### src/rtl/code_conv_pkg.sv
// Shared definitions for the code-conversion arbiter: mode encodings and FSM states.
package code_conv_pkg;

    localparam logic [1:0] MODE_B2G     = 2'd0;
    localparam logic [1:0] MODE_G2B     = 2'd1;
    localparam logic [1:0] MODE_BCD2XS3 = 2'd2;
    localparam logic [1:0] MODE_XS32BCD = 2'd3;

    typedef enum logic [1:0] {
        ST_IDLE = 2'd0,
        ST_CONV = 2'd1,
        ST_HOLD = 2'd2
    } state_e;

endpackage

### src/rtl/code_conv_core.sv
// Combinational 4-bit code converter: binary/Gray in both directions and BCD/excess-3 in both directions.
module code_conv_core
    import code_conv_pkg::*;
(
    input  logic [1:0] mode,
    input  logic [3:0] din,
    output logic [3:0] dout,
    output logic       err
);

    always_comb begin
        dout = 4'h0;
        err  = 1'b0;
        case (mode)
            MODE_B2G: dout = din ^ (din >> 1);
            MODE_G2B: begin
                dout[3] = din[3];
                dout[2] = ^din[3:2];
                dout[1] = ^din[3:1];
                dout[0] = ^din[3:0];
            end
            MODE_BCD2XS3: begin
                if (din > 4'd9) err = 1'b1;
                else            dout = din + 4'd3;
            end
            MODE_XS32BCD: begin
                if ((din < 4'd3) || (din > 4'd12)) err = 1'b1;
                else                               dout = din - 4'd3;
            end
            default: dout = 4'h0;
        endcase
    end

endmodule

### src/rtl/code_conv_arbiter.sv
// Round-robin arbiter sharing one code_conv_core among NUM_REQ requesters,
// with a three-phase accept / convert / hold-response FSM.
module code_conv_arbiter
    import code_conv_pkg::*;
#(
    parameter  int unsigned NUM_REQ = 4,
    localparam int unsigned ID_W    = (NUM_REQ > 1) ? $clog2(NUM_REQ) : 1
) (
    input  logic                   clk,
    input  logic                   rst,
    input  logic [NUM_REQ-1:0]     req_valid,
    output logic [NUM_REQ-1:0]     req_ready,
    input  logic [2*NUM_REQ-1:0]   req_mode,
    input  logic [4*NUM_REQ-1:0]   req_data,
    output logic                   resp_valid,
    input  logic                   resp_ready,
    output logic [3:0]             resp_data,
    output logic                   resp_err,
    output logic [ID_W-1:0]        resp_id,
    output logic                   busy
);

    state_e          state_q, state_d;
    logic [ID_W-1:0] last_q, last_d;
    logic [1:0]      op_mode_q, op_mode_d;
    logic [3:0]      op_data_q, op_data_d;
    logic [ID_W-1:0] op_id_q, op_id_d;
    logic            resp_valid_q, resp_valid_d;
    logic [3:0]      resp_data_q, resp_data_d;
    logic            resp_err_q, resp_err_d;
    logic [ID_W-1:0] resp_id_q, resp_id_d;
    logic            busy_q, busy_d;

    logic [NUM_REQ-1:0] req_ready_c;
    logic               grant_found;
    logic [ID_W-1:0]    grant_idx;
    logic [3:0]         core_dout;
    logic               core_err;

    code_conv_core u_core (
        .mode (op_mode_q),
        .din  (op_data_q),
        .dout (core_dout),
        .err  (core_err)
    );

    // Search upward from the requester after the last one served, wrapping around.
    always_comb begin
        grant_found = 1'b0;
        grant_idx   = '0;
        for (int unsigned k = 1; k <= NUM_REQ; k++) begin
            if (!grant_found && req_valid[ID_W'((32'(last_q) + k) % NUM_REQ)]) begin
                grant_found = 1'b1;
                grant_idx   = ID_W'((32'(last_q) + k) % NUM_REQ);
            end
        end
    end

    always_comb begin
        state_d      = state_q;
        last_d       = last_q;
        op_mode_d    = op_mode_q;
        op_data_d    = op_data_q;
        op_id_d      = op_id_q;
        resp_valid_d = resp_valid_q;
        resp_data_d  = resp_data_q;
        resp_err_d   = resp_err_q;
        resp_id_d    = resp_id_q;
        req_ready_c  = '0;

        case (state_q)
            ST_IDLE: begin
                if (grant_found && !rst) begin
                    req_ready_c = NUM_REQ'(1) << grant_idx;
                    op_mode_d   = req_mode[2*grant_idx +: 2];
                    op_data_d   = req_data[4*grant_idx +: 4];
                    op_id_d     = grant_idx;
                    last_d      = grant_idx;
                    state_d     = ST_CONV;
                end
            end
            ST_CONV: begin
                resp_data_d  = core_dout;
                resp_err_d   = core_err;
                resp_id_d    = op_id_q;
                resp_valid_d = 1'b1;
                state_d      = ST_HOLD;
            end
            ST_HOLD: begin
                if (resp_ready) begin
                    resp_valid_d = 1'b0;
                    state_d      = ST_IDLE;
                end
            end
            default: state_d = ST_IDLE;
        endcase

        busy_d = (state_d != ST_IDLE);
    end

    always_ff @(posedge clk) begin
        if (rst) begin
            state_q      <= ST_IDLE;
            last_q       <= ID_W'(NUM_REQ - 1);
            op_mode_q    <= 2'd0;
            op_data_q    <= 4'h0;
            op_id_q      <= '0;
            resp_valid_q <= 1'b0;
            resp_data_q  <= 4'h0;
            resp_err_q   <= 1'b0;
            resp_id_q    <= '0;
            busy_q       <= 1'b0;
        end else begin
            state_q      <= state_d;
            last_q       <= last_d;
            op_mode_q    <= op_mode_d;
            op_data_q    <= op_data_d;
            op_id_q      <= op_id_d;
            resp_valid_q <= resp_valid_d;
            resp_data_q  <= resp_data_d;
            resp_err_q   <= resp_err_d;
            resp_id_q    <= resp_id_d;
            busy_q       <= busy_d;
        end
    end

    assign req_ready  = req_ready_c;
    assign resp_valid = resp_valid_q;
    assign resp_data  = resp_data_q;
    assign resp_err   = resp_err_q;
    assign resp_id    = resp_id_q;
    assign busy       = busy_q;

endmodule

### config.mk
export PLATFORM = sky130hd
export DESIGN_NAME = code_conv_arbiter
export DESIGN_NICKNAME = d
export VERILOG_FILES = /design/src/rtl/code_conv_pkg.sv /design/src/rtl/code_conv_core.sv /design/src/rtl/code_conv_arbiter.sv
export SDC_FILE = /design/constraint.sdc
export NUM_CORES = 1
export LEC_CHECK = 0
export BUFFER_PORTS_ARGS = -buffer_cell sky130_fd_sc_hd__buf_2
export CAP_MARGIN = 20
export CORE_ASPECT_RATIO = 0.8
export CORE_MARGIN = 2
export CORE_UTILIZATION = 24
export CTS_BUF_LIST = sky130_fd_sc_hd__clkbuf_8
export DETAILED_ROUTE_END_ITERATION = 10
export SYNTH_ARGS = -nofsm -noshare
export SYNTH_HDL_FRONTEND = slang
export SYNTH_HIERARCHICAL = 1
export SYNTH_SLANG_ARGS = --single-unit
### constraint.sdc
create_clock -name clk -period 2.27 [get_ports clk]
set_clock_uncertainty 0.05 [all_clocks]
set_input_delay 0.3405 -clock clk [delete_from_list [all_inputs] [get_ports clk]]
set_output_delay 0.3405 -clock clk [all_outputs]
set_load 0.05 [all_outputs]
==> metrics.cfg <==
[status]
status = complete, no violations

[clock_network]
hold_buffers = 0
cts_max_path_buffers = 2
root_buffer = clkbuf_8
clk_latency_ns = 0.26
htreeDepth = 1
cts_tree = built
cts-resized-gates = 0
clk_pin_slew_ns = 0.07
numCtsBuffers = 3
cts_setup_buffers = 0
cts.sinks = 21

[worst_setup_path]
startpoint_type = register
cp.required_ns = 1.88
cp.arrival_ns = 1.68
crit_type = reg2out
r2r-end = resp_data[3]
end_kind = output port
r2r-start = op_data_q[3]
rr_worst_depth = 8
r2r_slack_ns = 0.50
cp_max_fo = 5

[synth]
syn_area_per_cell_um2 = 8.26
ys_seq_area_share_pct = 27.4
synth-main-ff-cell = dfxtp_1
synth_cell_type_count = 51
synth_top_cell_by_area = dfxtp_1
syn-num-nets = 227
synth_edf_count = 0
yosysWarnings = 6
yosys.area.top_type_share_pct = 27.4
ys_top_cells_by_area = dfxtp_1 (27%), ha_1 (8.1%), nand2_1 (5.9%)
postSynthCellCount = 186
synthArstFlopShare_pct = 0
ys_seq_elements = 21
syn_area_um2 = 1540

[power]
ir_worst_vdd_uv = 256
p_per_area_nw_per_um2 = 670
p_leak_nw = 0.817

[grt]
grt_overflow = 0
grt_max_degree = 20
grt_pass1_wl_um = 6280
grt_antenna_before_repair = 0
grtUsageTotal_pct = 10.9
grt_pass1_vias = 1367

[sta]
maxSlewViolCount = 0
fin_ws_ns = 0.204
period_needed_ns = 2.07
fin_crit_sh_pct = 91.0
finalSetupViolCount = 0
hold_violations = 0
worst_pin_slew_ns = 0.483
slew-limit-headroom_pct = 67.7
rsz0062_at_grt = no
tns_ns = 0
clock.fmax_mhz = 484

[die]
initial_core_util_pct = 24.5
dieArea_um2 = 7060
io_pins = 44
num_rows = 26
die_w_um = 93.5
die-height_um = 75.6
core_um2 = 6280

[drt]
wire_per_inst_um = 11.7
vias = 1445
drtIter0Drc = 51
viasPerCell = 4.63
firstDrtPassIters = 4
final_antenna_net_count = 0
drc = 0
finalWirelength_um = 3660

[worst_hold_path]
min_to = state_q[0]
min_path_cells = 2
hold_path.class = in2reg
hp-start = rst

[layout]
drive_gt1_share_pct = 29.8
fill_cells = 694
syn_to_final_growth_pct = 21.7
nNetsFinal = 270
antenna_cells = 0

[placed_design]
gp_congestion = 0.797
post-place-ws_ns = 0.356
io_buffer_count = 43
dp_hpwl_um = 2950

[flow_run]
maxCapViolCount = 0

[worst max-delay path by stage]
stage	from	to	slack, ns	cells past startpoint
global placement	req_valid[3]	req_ready[1]	0.38	6
CTS	last_q[0]	req_ready[3]	0.20	6
finish	last_q[0]	req_ready[1]	0.20	5
detailed placement	req_valid[3]	req_ready[1]	0.36	6
floorplan	last_q[0]	req_ready[1]	0.22	5
global route	last_q[0]	req_ready[3]	0.05	6
[layout by cell type (no fill, tap or decap), types with 3 or more instances in the layout]
cell type / instances
a21oi_1: 12
a31oi_1: 6
and4_2: 4
buf_2: 43
buf_4: 5
clkbuf_8: 3
dfxtp_1: 21
ha_1: 10
inv_1: 11
mux2i_1: 7
nand2_1: 24
nand2b_1: 3
nand3b_1: 7
nor2_1: 14
nor2b_1: 3
o211ai_1: 7
o21ai_0: 6
o21ai_1: 3
[final cells by class]
class                           count  area (um2)  area share [%]
Multi-Input combinational cell    144        1010            53.8
Sequential cell                    21         420            22.5
Timing Repair Buffer               48         253            13.5
Tap cell                           84         105            5.62
Clock buffer                        3        41.3            2.21
Inverter                           11        41.3            2.21
Clock inverter                      1        3.75           0.201
[cells by family after synthesis]
family,Yosys count,share of synthesized area [%]
buf+inv,21,7.17
mux,7,4.56
flops,21,27.4
xor+xnor,4,2.28
compound gates,48,21.1
simple gates,75,29.4
fa+ha+maj,10,8.14
[layer usage]
metal	up-vias	share of wire (%)	track usage, %
met5	-	0	0
met4	0	0	0.980
met3	0	4.0	2.47
met2	21	45	18.3
met1	684	50	15.2
li1	740	-	-
[Yosys cell counts (all sizes together) (6+ instances only)]
cell    instances
nand2          24
dfxtp          21
nor2           15
a21oi          13
inv            11
o21ai          11
ha             10
mux2i           7
nand3b          7
o211ai          7
a31oi           6
and4            6
buf             6
[per-stage QoR]
step	utilization [%]	area (um2)	std cells	hold slack [ns]	power, W
floorplan	-	1540	186	0.378	0.000905
global placement	29.1	1830	308	0.395	0.00102
detailed placement	29.1	1830	308	0.399	0.00102
CTS	29.8	1870	312	0.252	0.00127
global route	29.8	1870	312	0.264	0.00135
finish	29.8	1870	312	0.259	0.00125
[state kept, by name, summed over array words and instances, names as in the netlist]
register	flops
resp_err	1
op_mode_q	2
resp_data	4
op_data_q	4
busy	1
op_id_q	2
last_q	2
resp_valid	1
resp_id	2
state_q	2
[critical path, cell delays in order, from the launching register on]
cell and delay, ns:
dfxtp_1 0.36, nand2b_1 0.17, o22ai_1 0.30, o21ai_1 0.20, nor2_1 0.12, buf_2 0.27
[power breakdown]
| part | switching (W) | leakage, nW | internal (W) | total, W |
|---|---|---|---|---|
| clock network | 0.000121 | 0.0269 | 0.000121 | 0.000242 |
| logic | 0.000320 | 0.617 | 0.000216 | 0.000537 |
| registers | 0.0000580 | 0.173 | 0.000418 | 0.000476 |
| total | 0.000499 | 0.817 | 0.000755 | 0.00125 |
(Power assumes the default switching activity.)
